<file path="src/rtl/ex_muldiv_unit.sv">
// -----------------------------------------------------------------------------
// ex_muldiv_unit
//
// Iterative multiply/divide unit with architectural HI/LO registers, placed in
// the EX stage right after the ID/EX pipeline register. It executes MULT,
// MULTU, DIV and DIVU over 32 iterations (one bit per cycle) and supplies
// MFHI/MFLO results to the EX result mux. While an operation is running it
// asks the hazard unit to freeze PC, IF/ID and ID/EX.
//
// Ports
//   clk          pipeline clock, all state updates on the rising edge
//   rst          asynchronous, active-low reset
//   ID_EX_ALUOp  EX control from ID/EX; 2'b10 marks an R-type instruction
//   ID_EX_Funct  funct field of the EX instruction
//   OperandA     rs value after the forwarding mux
//   OperandB     rt value after the forwarding mux
//   Abort        exception/flush of the EX instruction; cancels any operation
//   MulDivStall  hold PC, IF/ID and ID/EX this cycle
//   MfSel        EX instruction is MFHI/MFLO; result mux should take MfResult
//   MfResult     HI for MFHI, LO for MFLO, otherwise 0
//   DivByZero    one-cycle pulse in the cycle after a divide by zero started
//   HI, LO       architectural HI/LO registers
//   o_dbg_state  current control state (0 idle, 1 busy, 2 done)
//
// Handshake: there is no valid/ready pair. The EX instruction is implicitly
// "valid" while it sits in ID/EX; MulDivStall is the only back-pressure and it
// keeps that instruction (and its operands) frozen until the DONE cycle, so
// the operands are only sampled once, in the start cycle.
// -----------------------------------------------------------------------------
module ex_muldiv_unit (
    input  logic        clk,
    input  logic        rst,
    input  logic [1:0]  ID_EX_ALUOp,
    input  logic [5:0]  ID_EX_Funct,
    input  logic [31:0] OperandA,
    input  logic [31:0] OperandB,
    input  logic        Abort,
    output logic        MulDivStall,
    output logic        MfSel,
    output logic [31:0] MfResult,
    output logic        DivByZero,
    output logic [31:0] HI,
    output logic [31:0] LO,
    output logic [1:0]  o_dbg_state
);

    typedef enum logic [1:0] {
        ST_IDLE = 2'd0,
        ST_BUSY = 2'd1,
        ST_DONE = 2'd2
    } state_t;

    localparam logic [5:0] FN_MFHI  = 6'h10;
    localparam logic [5:0] FN_MFLO  = 6'h12;
    localparam logic [5:0] FN_MULT  = 6'h18;
    localparam logic [5:0] FN_MULTU = 6'h19;
    localparam logic [5:0] FN_DIV   = 6'h1A;
    localparam logic [5:0] FN_DIVU  = 6'h1B;

    // -------------------------------------------------------------------------
    // Registers
    // -------------------------------------------------------------------------
    state_t      r_state;
    logic [4:0]  r_cnt;
    logic [63:0] r_acc;      // mult: {partial product, multiplier}; div: {remainder, dividend/quotient}
    logic [31:0] r_opnd;     // mult: multiplicand magnitude; div: divisor magnitude
    logic        r_is_div;
    logic        r_neg_lo;   // product / quotient must be negated at the end
    logic        r_neg_hi;   // remainder must be negated at the end (dividend negative)
    logic [31:0] r_hi;
    logic [31:0] r_lo;
    logic        r_div_zero;

    // -------------------------------------------------------------------------
    // Decode
    // -------------------------------------------------------------------------
    logic        w_rtype;
    logic        w_mult;
    logic        w_multu;
    logic        w_div;
    logic        w_divu;
    logic        w_mfhi;
    logic        w_mflo;
    logic        w_is_md;
    logic        w_is_div_op;
    logic        w_signed_op;
    logic        w_start;
    logic        w_div_zero;
    state_t      w_state_next;

    assign w_rtype     = (ID_EX_ALUOp == 2'b10);
    assign w_mult      = w_rtype && (ID_EX_Funct == FN_MULT);
    assign w_multu     = w_rtype && (ID_EX_Funct == FN_MULTU);
    assign w_div       = w_rtype && (ID_EX_Funct == FN_DIV);
    assign w_divu      = w_rtype && (ID_EX_Funct == FN_DIVU);
    assign w_mfhi      = w_rtype && (ID_EX_Funct == FN_MFHI);
    assign w_mflo      = w_rtype && (ID_EX_Funct == FN_MFLO);
    assign w_is_md     = w_mult || w_multu || w_div || w_divu;
    assign w_is_div_op = w_div || w_divu;
    assign w_signed_op = w_mult || w_div;

    // Gated by rst so that the combinational stall is also 0 while in reset.
    // DONE never starts: the instruction that just finished is still in EX.
    assign w_start    = rst && (r_state == ST_IDLE) && w_is_md && !Abort;
    assign w_div_zero = w_start && w_is_div_op && (OperandB == 32'd0);

    // -------------------------------------------------------------------------
    // Operand magnitudes. 0x80000000 negates to itself, which is the correct
    // unsigned magnitude, so no special case is needed.
    // -------------------------------------------------------------------------
    logic [31:0] w_abs_a;
    logic [31:0] w_abs_b;

    assign w_abs_a = (w_signed_op && OperandA[31]) ? (32'd0 - OperandA) : OperandA;
    assign w_abs_b = (w_signed_op && OperandB[31]) ? (32'd0 - OperandB) : OperandB;

    // -------------------------------------------------------------------------
    // One iteration step
    // -------------------------------------------------------------------------
    // Shift-add multiply: add the multiplicand to the upper half when the
    // current multiplier LSB is set, then shift the whole accumulator right.
    // The carry out of the add becomes the new MSB.
    logic [32:0] w_mul_sum;
    logic [63:0] w_mul_next;

    assign w_mul_sum  = {1'b0, r_acc[63:32]} + (r_acc[0] ? {1'b0, r_opnd} : 33'd0);
    assign w_mul_next = {w_mul_sum, r_acc[31:1]};

    // Restoring divide: shift the next dividend bit into the remainder, try a
    // subtract, keep it if it did not go negative. The kept difference is
    // always below the divisor, so a 32-bit subtract yields it exactly.
    logic [32:0] w_div_shift;
    logic        w_div_ok;
    logic [31:0] w_div_rem;
    logic [63:0] w_div_next;

    assign w_div_shift = {r_acc[63:32], r_acc[31]};
    assign w_div_ok    = (w_div_shift >= {1'b0, r_opnd});
    assign w_div_rem   = w_div_ok ? (w_div_shift[31:0] - r_opnd) : w_div_shift[31:0];
    assign w_div_next  = {w_div_rem, r_acc[30:0], w_div_ok};

    logic [63:0] w_acc_next;
    assign w_acc_next = r_is_div ? w_div_next : w_mul_next;

    // -------------------------------------------------------------------------
    // Final sign fix-up, applied to the value produced by the last iteration
    // -------------------------------------------------------------------------
    logic [63:0] w_prod;
    logic [31:0] w_quo;
    logic [31:0] w_rem;
    logic [31:0] w_res_hi;
    logic [31:0] w_res_lo;

    assign w_prod = r_neg_lo ? (64'd0 - w_acc_next) : w_acc_next;
    assign w_quo  = r_neg_lo ? (32'd0 - w_acc_next[31:0])  : w_acc_next[31:0];
    assign w_rem  = r_neg_hi ? (32'd0 - w_acc_next[63:32]) : w_acc_next[63:32];

    always_comb begin
        w_res_hi = w_prod[63:32];
        w_res_lo = w_prod[31:0];
        if (r_is_div) begin
            w_res_hi = w_rem;
            w_res_lo = w_quo;
        end
    end

    // -------------------------------------------------------------------------
    // FSM: state register
    // -------------------------------------------------------------------------
    always_ff @(posedge clk or negedge rst) begin
        if (!rst) begin
            r_state <= ST_IDLE;
        end else begin
            r_state <= w_state_next;
        end
    end

    // -------------------------------------------------------------------------
    // FSM: next state
    // -------------------------------------------------------------------------
    always_comb begin
        w_state_next = r_state;
        case (r_state)
            ST_IDLE: begin
                if (w_start) begin
                    w_state_next = w_div_zero ? ST_DONE : ST_BUSY;
                end
            end
            ST_BUSY: begin
                if (Abort) begin
                    w_state_next = ST_IDLE;
                end else if (r_cnt == 5'd31) begin
                    w_state_next = ST_DONE;
                end
            end
            ST_DONE: w_state_next = ST_IDLE;
            default: w_state_next = ST_IDLE;
        endcase
    end

    // -------------------------------------------------------------------------
    // FSM: outputs
    // -------------------------------------------------------------------------
    always_comb begin
        MulDivStall = 1'b0;
        o_dbg_state = r_state;
        case (r_state)
            ST_IDLE: MulDivStall = w_start;
            ST_BUSY: MulDivStall = 1'b1;
            default: MulDivStall = 1'b0;
        endcase
    end

    // -------------------------------------------------------------------------
    // Datapath
    // -------------------------------------------------------------------------
    always_ff @(posedge clk or negedge rst) begin
        if (!rst) begin
            r_cnt      <= 5'd0;
            r_acc      <= 64'd0;
            r_opnd     <= 32'd0;
            r_is_div   <= 1'b0;
            r_neg_lo   <= 1'b0;
            r_neg_hi   <= 1'b0;
            r_hi       <= 32'd0;
            r_lo       <= 32'd0;
            r_div_zero <= 1'b0;
        end else begin
            // Only true for one start cycle, so this is a one-cycle pulse
            // landing in the DONE cycle.
            r_div_zero <= w_div_zero;
            case (r_state)
                ST_IDLE: begin
                    if (w_start && !w_div_zero) begin
                        r_cnt    <= 5'd0;
                        r_is_div <= w_is_div_op;
                        r_neg_lo <= w_signed_op && (OperandA[31] ^ OperandB[31]);
                        r_neg_hi <= w_signed_op && OperandA[31];
                        if (w_is_div_op) begin
                            r_acc  <= {32'd0, w_abs_a};
                            r_opnd <= w_abs_b;
                        end else begin
                            r_acc  <= {32'd0, w_abs_b};
                            r_opnd <= w_abs_a;
                        end
                    end
                end
                ST_BUSY: begin
                    // An abort leaves HI/LO untouched; the partial state is
                    // simply abandoned and re-initialised on the next start.
                    if (!Abort) begin
                        r_acc <= w_acc_next;
                        r_cnt <= r_cnt + 5'd1;
                        if (r_cnt == 5'd31) begin
                            r_hi <= w_res_hi;
                            r_lo <= w_res_lo;
                        end
                    end
                end
                default: begin
                end
            endcase
        end
    end

    // -------------------------------------------------------------------------
    // Outputs
    // -------------------------------------------------------------------------
    assign HI        = r_hi;
    assign LO        = r_lo;
    assign DivByZero = r_div_zero;
    assign MfSel     = w_mfhi || w_mflo;
    assign MfResult  = w_mfhi ? r_hi : (w_mflo ? r_lo : 32'd0);

endmodule

</file>
<file path="config.mk">
export PLATFORM = sky130hd
export DESIGN_NAME = ex_muldiv_unit
export DESIGN_NICKNAME = d
export VERILOG_FILES = /design/src/rtl/ex_muldiv_unit.sv
export SDC_FILE = /design/constraint.sdc
export NUM_CORES = 1
export LEC_CHECK = 0
export CAP_MARGIN = 0
export CORE_MARGIN = 2
export CORE_UTILIZATION = 45
export DETAILED_ROUTE_END_ITERATION = 8
export MAX_ROUTING_LAYER = met4
export PLACE_DENSITY = 0.77
export SETUP_SLACK_MARGIN = 0.02
export SLEW_MARGIN = 20
export SYNTH_ARGS = -nofsm -noshare
export SYNTH_HDL_FRONTEND = slang
export SYNTH_SLANG_ARGS = --single-unit
export TNS_END_PERCENT = 10
</file>
<file path="constraint.sdc">
create_clock -name clk -period 12.74 [get_ports clk]
set_input_delay 1.274 -clock clk [delete_from_list [all_inputs] [get_ports clk]]
set_output_delay 1.274 -clock clk [all_outputs]
set_load 0.005 [all_outputs]
</file>
==> results.md <==
Worst setup path:
- Of all nets on the critical path, the largest fanout is 8.
- On the critical path, the stage with the largest delay is an instance of sky130_fd_sc_hd__a211oi_1.
- The start-to-end type of the worst setup path is flip-flop to flip-flop.
- Walking the worst path, the cells encountered are ha_1, a21oi_1, o21ai_0, a211oi_1, a31oi_2, nor3_4, a21oi_1, inv_1, ha_1, o211ai_1, or2_2, or4_1, nor2_1, nand3_1, o21a_1, a211o_1, nor4_1, o2111ai_1, a211o_1, nand3_1.
- STA puts the critical path data required time at 13,120 ps.
- The reg-to-reg critical path endpoint is HI[28].
- The endpoint kind of the worst setup timing path is a flip-flop.
- For the worst setup path, the data arrival time is 6590 ps.
- For this run, the slowest stage of the critical path takes 670 ps.
- The number of cell instances on the worst register-to-register path is 20.
- The startpoint identified for the worst register-to-register timing path is r_acc[55].
- The worst register-to-register path has a setup slack of 6530 ps.
- The startpoint kind of the worst setup timing path is a flip-flop.

Yosys:
- Sequential elements use 26.68% of the synthesized area.
- The synthesized area is 16,040 µm².
- The count of unique library cells instantiated by Yosys is 89.
- Counting flops with an async set or reset pin after synthesis yields a share of 100.0%.
- Dividing the synthesized area by the synthesized cell count gives 7.646 µm².
- Synthesis produced a netlist whose cell count is 2,098.
- The post-synthesis register bit count is 171.
- The Yosys step of the flow raised 0 warnings.
- The most common flop cell mapped by yosys is sky130_fd_sc_hd__dfrtp_1.
- The synthesized design contains 0 enable-type register cells.
- When the netlist entered floorplanning its net count stood at 2,245.

Floorplanning:
- From bottom edge to top edge, the die measures 192.8 µm.
- The floorplan has 69 rows.
- Pin placement for this block handled 176 I/O pins.
- The floorplan step defined a die boundary enclosing 37,170 µm².
- The initial core utilization is 45.43%.
- The region available for standard cell placement spans 35,310 µm².
- The die width is 192.8 µm.

Place:
- The detailed placer's ending HPWL is 46,920 µm.
- During placement, the flow inserted port buffers numbering 175.
- The congestion estimate from routability-driven global placement came to 1.037.
- Including well taps, the total number of placed cells is 2,626.

Drt:
- The number of DRC markers in iteration 0 is 1,796.
- Before antenna repair, the detailed router went through 6 iterations.
- The post-route antenna net violation count is 0.
- In the final routed layout, each cell accounts on average for 22.83 µm.
- The final routed DRC violation total is 0.
- Using the TritonRoute via totals, the vias-per-cell ratio works out to 6.363.
- The post-detailed-routing wire length is 60,780 µm.
- The vias after detailed routing is 16,940.

Pwr:
- The combinational cell fraction of total power is 50.5%.
- For this design the total switching power over the nets is 1.125 mW.
- The switching part of the total power is 46.29%.
- The leakage component of the power is 7.382 nW.
- IR analysis of the VDD net gives a maximum drop of 0.1140 mV.
- The internal cell power is 1.306 mW.
- The clock network fraction of total power is 21.5%.
- Sequential cells burn 28.0% of the power.
- Dividing total power by cell area gives a power density of 130.7 nW/µm².

Run status:
- The run finished with clean final reports.

Timing:
- Dividing the final minimum period by the clock period gives 48.71%.
- The number of max-slew violations in the final report is 0.
- The transition time of the tightest slew-check pin is 1112 ps.
- Summed over all failing endpoints, the final setup total negative slack is 0 ps.
- The final-report setup violation count is 0.
- The final hold slack is 508.6 ps.
- The final period demand of the worst path is 6206 ps.
- For this run, the top clock speed supported by timing is 161.1 MHz.
- The final number of hold-violating endpoints is 0.
- Setup repair after global routing left no endpoint under its margin.
- The final worst clock skew is 13.60 ps.
- Headroom to the max-slew limit came out at 24.95%.

Global route:
- The pin count of the biggest net entering global routing is 100.
- Global routing consumed, over all layers together, 33.40% of the routing resources.
- The number of global-route vias before repair is 15,710.
- The first global-routing pass estimated 91,980 µm of wire.
- After global routing the overflow that remains totals 0.
- The initial antenna violation count is 4.

Finish:
- The post-layout net count is 2,331.
- Fill cells in the final layout number 3,409.
- The layout-stage area growth over the synthesis result is 15.97%.
- The finished layout holds 2,662 standard cells, fillers aside.
- In the final layout, the share of cells above drive strength 1 is 4.736%.

CTS:
- The library cell used as clock root buffer is sky130_fd_sc_hd__clkbuf_16.
- The total of cells resized after clock tree synthesis is 0.
- The number of clock buffers inserted by TritonCTS is 17.
- The maximum clock path buffer count is 2.
- After clock tree synthesis, the flow added hold-fix buffers numbering 0.
- The number of clock sinks is 171.
- The clock tree from TritonCTS is done.
- The CTS H-tree depth is 4.
- For the worst-skew pair, the clock arrives at the later sink with an insertion delay of 450 ps.
- After clock tree synthesis, the clock-pin slew on the worst setup and hold paths is 80 ps.
- In this run the post-CTS setup repair buffer count came out at 0.

Run:
- The number of maximum-capacitance constraint violations is 0.

Hold path:
- The end point of the worst hold path is r_opnd[22].
- The worst hold path begins at r_opnd[22].
- The worst hold path belongs to the class flip-flop to flip-flop.
- The depth of the worst hold-timing path is 2.
## routing by layer
| layer | wire (µm) | global-route usage (%) | part of all wire [%] | vias to the layer above |
|---|---|---|---|---|
| li1 | - | - | - | 7869 |
| met1 | 25540 | 42.94 | 42 | 8100 |
| met2 | 27400 | 51.31 | 45 | 841 |
| met3 | 5496 | 6.874 | 9.0 | 129 |
| met4 | 2345 | 13.45 | 3.9 | 0 |
| met5 | 0 | - | 0 | - |
## synthesized netlist by cell type, types with 22 or more instances
cell type | n | area [µm²]
sky130_fd_sc_hd__nand2_1 | 273 | 1025
sky130_fd_sc_hd__o21ai_0 | 212 | 1061
sky130_fd_sc_hd__nor2_1 | 182 | 683.2
sky130_fd_sc_hd__dfrtp_1 | 171 | 4279
sky130_fd_sc_hd__a21oi_1 | 153 | 765.7
sky130_fd_sc_hd__clkbuf_1 | 103 | 386.6
sky130_fd_sc_hd__xnor2_1 | 96 | 840.8
sky130_fd_sc_hd__ha_1 | 70 | 875.8
sky130_fd_sc_hd__mux2i_1 | 68 | 680.7
sky130_fd_sc_hd__inv_1 | 67 | 251.5
sky130_fd_sc_hd__nand3_1 | 66 | 330.3
sky130_fd_sc_hd__xor2_1 | 57 | 499.2
sky130_fd_sc_hd__nor3_1 | 45 | 225.2
sky130_fd_sc_hd__and2_1 | 43 | 269.0
sky130_fd_sc_hd__o221ai_1 | 35 | 306.5
sky130_fd_sc_hd__o31ai_1 | 32 | 240.2
sky130_fd_sc_hd__a31oi_1 | 24 | 150.1
sky130_fd_sc_hd__nand4_1 | 23 | 143.9
sky130_fd_sc_hd__a21o_1 | 22 | 165.2
## final cells by class
cell class / instances / area, µm² / area share [%]
Antenna cell: 5 / 12.51 / 0.06726
Clock buffer: 20 / 446.7 / 2.401
Clock inverter: 11 / 111.4 / 0.5986
Inverter: 67 / 251.5 / 1.352
Multi-Input combinational cell: 1730 / 11010 / 59.17
Sequential cell: 171 / 4283 / 23.02
Tap cell: 461 / 576.8 / 3.101
Timing Repair Buffer: 197 / 1913 / 10.28
## worst max-delay path, delay by kind of cell (launching register included)
kind / cells / cell delay (ps)
AOI/OAI and AO/OA: 10 / 2850
adders and majority gates: 2 / 630
buffers and inverters: 1 / 210
DFF: 1 / 420
and+or+nand+nor: 7 / 2020
## logic make-up after synthesis
kind of cell | synth area share (%)
mux | 4.524
buf+inv | 4.821
simple gates | 22.71
flops | 26.68
fa+ha+maj | 5.710
xor+xnor | 8.354
compound gates | 27.21
## how the worst max path moves through the flow
stage                 from    endpoint  slack (ps)  depth (start not counted)
5_1_grt          r_acc[55]      HI[26]        6250                         19
6_report         r_acc[55]      HI[28]        6530                         20
2_1_floorplan    r_acc[55]      HI[30]        7410                         21
3_5_place_dp     r_acc[55]      HI[30]        6770                         19
3_3_place_gp   OperandB[9]  r_opnd[31]        6800                         10
4_1_cts          r_acc[55]      HI[30]        6730                         19
## power groups by stage
stage                     Sequential [mW]  Clock (mW)  Combinational [mW]
after floorplan                     0.663           0               0.814
after global placement              0.682           0                1.18
after detailed placement            0.686           0                1.19
after CTS                           0.676       0.524                1.20
after global routing                0.687       0.546                1.32
final                               0.680       0.522                1.23
## stage by stage
step	cell area [µm²]	setup WS [ps]	total power, mW	util (%)
floorplan	16040	7408	1.476	-
global placement	18030	6798	1.862	51.06
detailed placement	18030	6773	1.875	51.06
CTS	18590	6726	2.397	52.65
global route	18600	6248	2.553	52.68
finish	18600	6534	2.431	52.68
## registers in the layout (all words and copies together), names as in the netlist
name	flops
r_acc	64
r_opnd	32
DivByZero	1
o_dbg_state	2
HI	32
LO	32
r_neg_hi	1
r_is_div	1
r_cnt	5
r_neg_lo	1
## cell usage in the layout (no fill, tap or decap), types with 17 or more instances in the layout
cell type | netlist | layout
sky130_fd_sc_hd__a21o_1 | 22 | 22
sky130_fd_sc_hd__a21oi_1 | 153 | 153
sky130_fd_sc_hd__a31oi_1 | 24 | 24
sky130_fd_sc_hd__and2_1 | 43 | 43
sky130_fd_sc_hd__buf_4 | 0 | 22
sky130_fd_sc_hd__clkbuf_16 | 0 | 17
sky130_fd_sc_hd__clkdlybuf4s50_1 | 0 | 173
sky130_fd_sc_hd__dfrtp_1 | 171 | 170
sky130_fd_sc_hd__ha_1 | 70 | 70
sky130_fd_sc_hd__inv_1 | 67 | 67
sky130_fd_sc_hd__mux2i_1 | 68 | 68
sky130_fd_sc_hd__nand2_1 | 273 | 272
sky130_fd_sc_hd__nand3_1 | 66 | 65
sky130_fd_sc_hd__nand4_1 | 23 | 23
sky130_fd_sc_hd__nor2_1 | 182 | 181
sky130_fd_sc_hd__nor3_1 | 45 | 45
sky130_fd_sc_hd__o211ai_1 | 19 | 19
sky130_fd_sc_hd__o21a_1 | 21 | 21
sky130_fd_sc_hd__o21ai_0 | 212 | 212
sky130_fd_sc_hd__o221ai_1 | 35 | 35
sky130_fd_sc_hd__o31ai_1 | 32 | 32
sky130_fd_sc_hd__or3_1 | 20 | 20
sky130_fd_sc_hd__xnor2_1 | 96 | 96
sky130_fd_sc_hd__xor2_1 | 57 | 57
(Power assumes the default switching activity.)
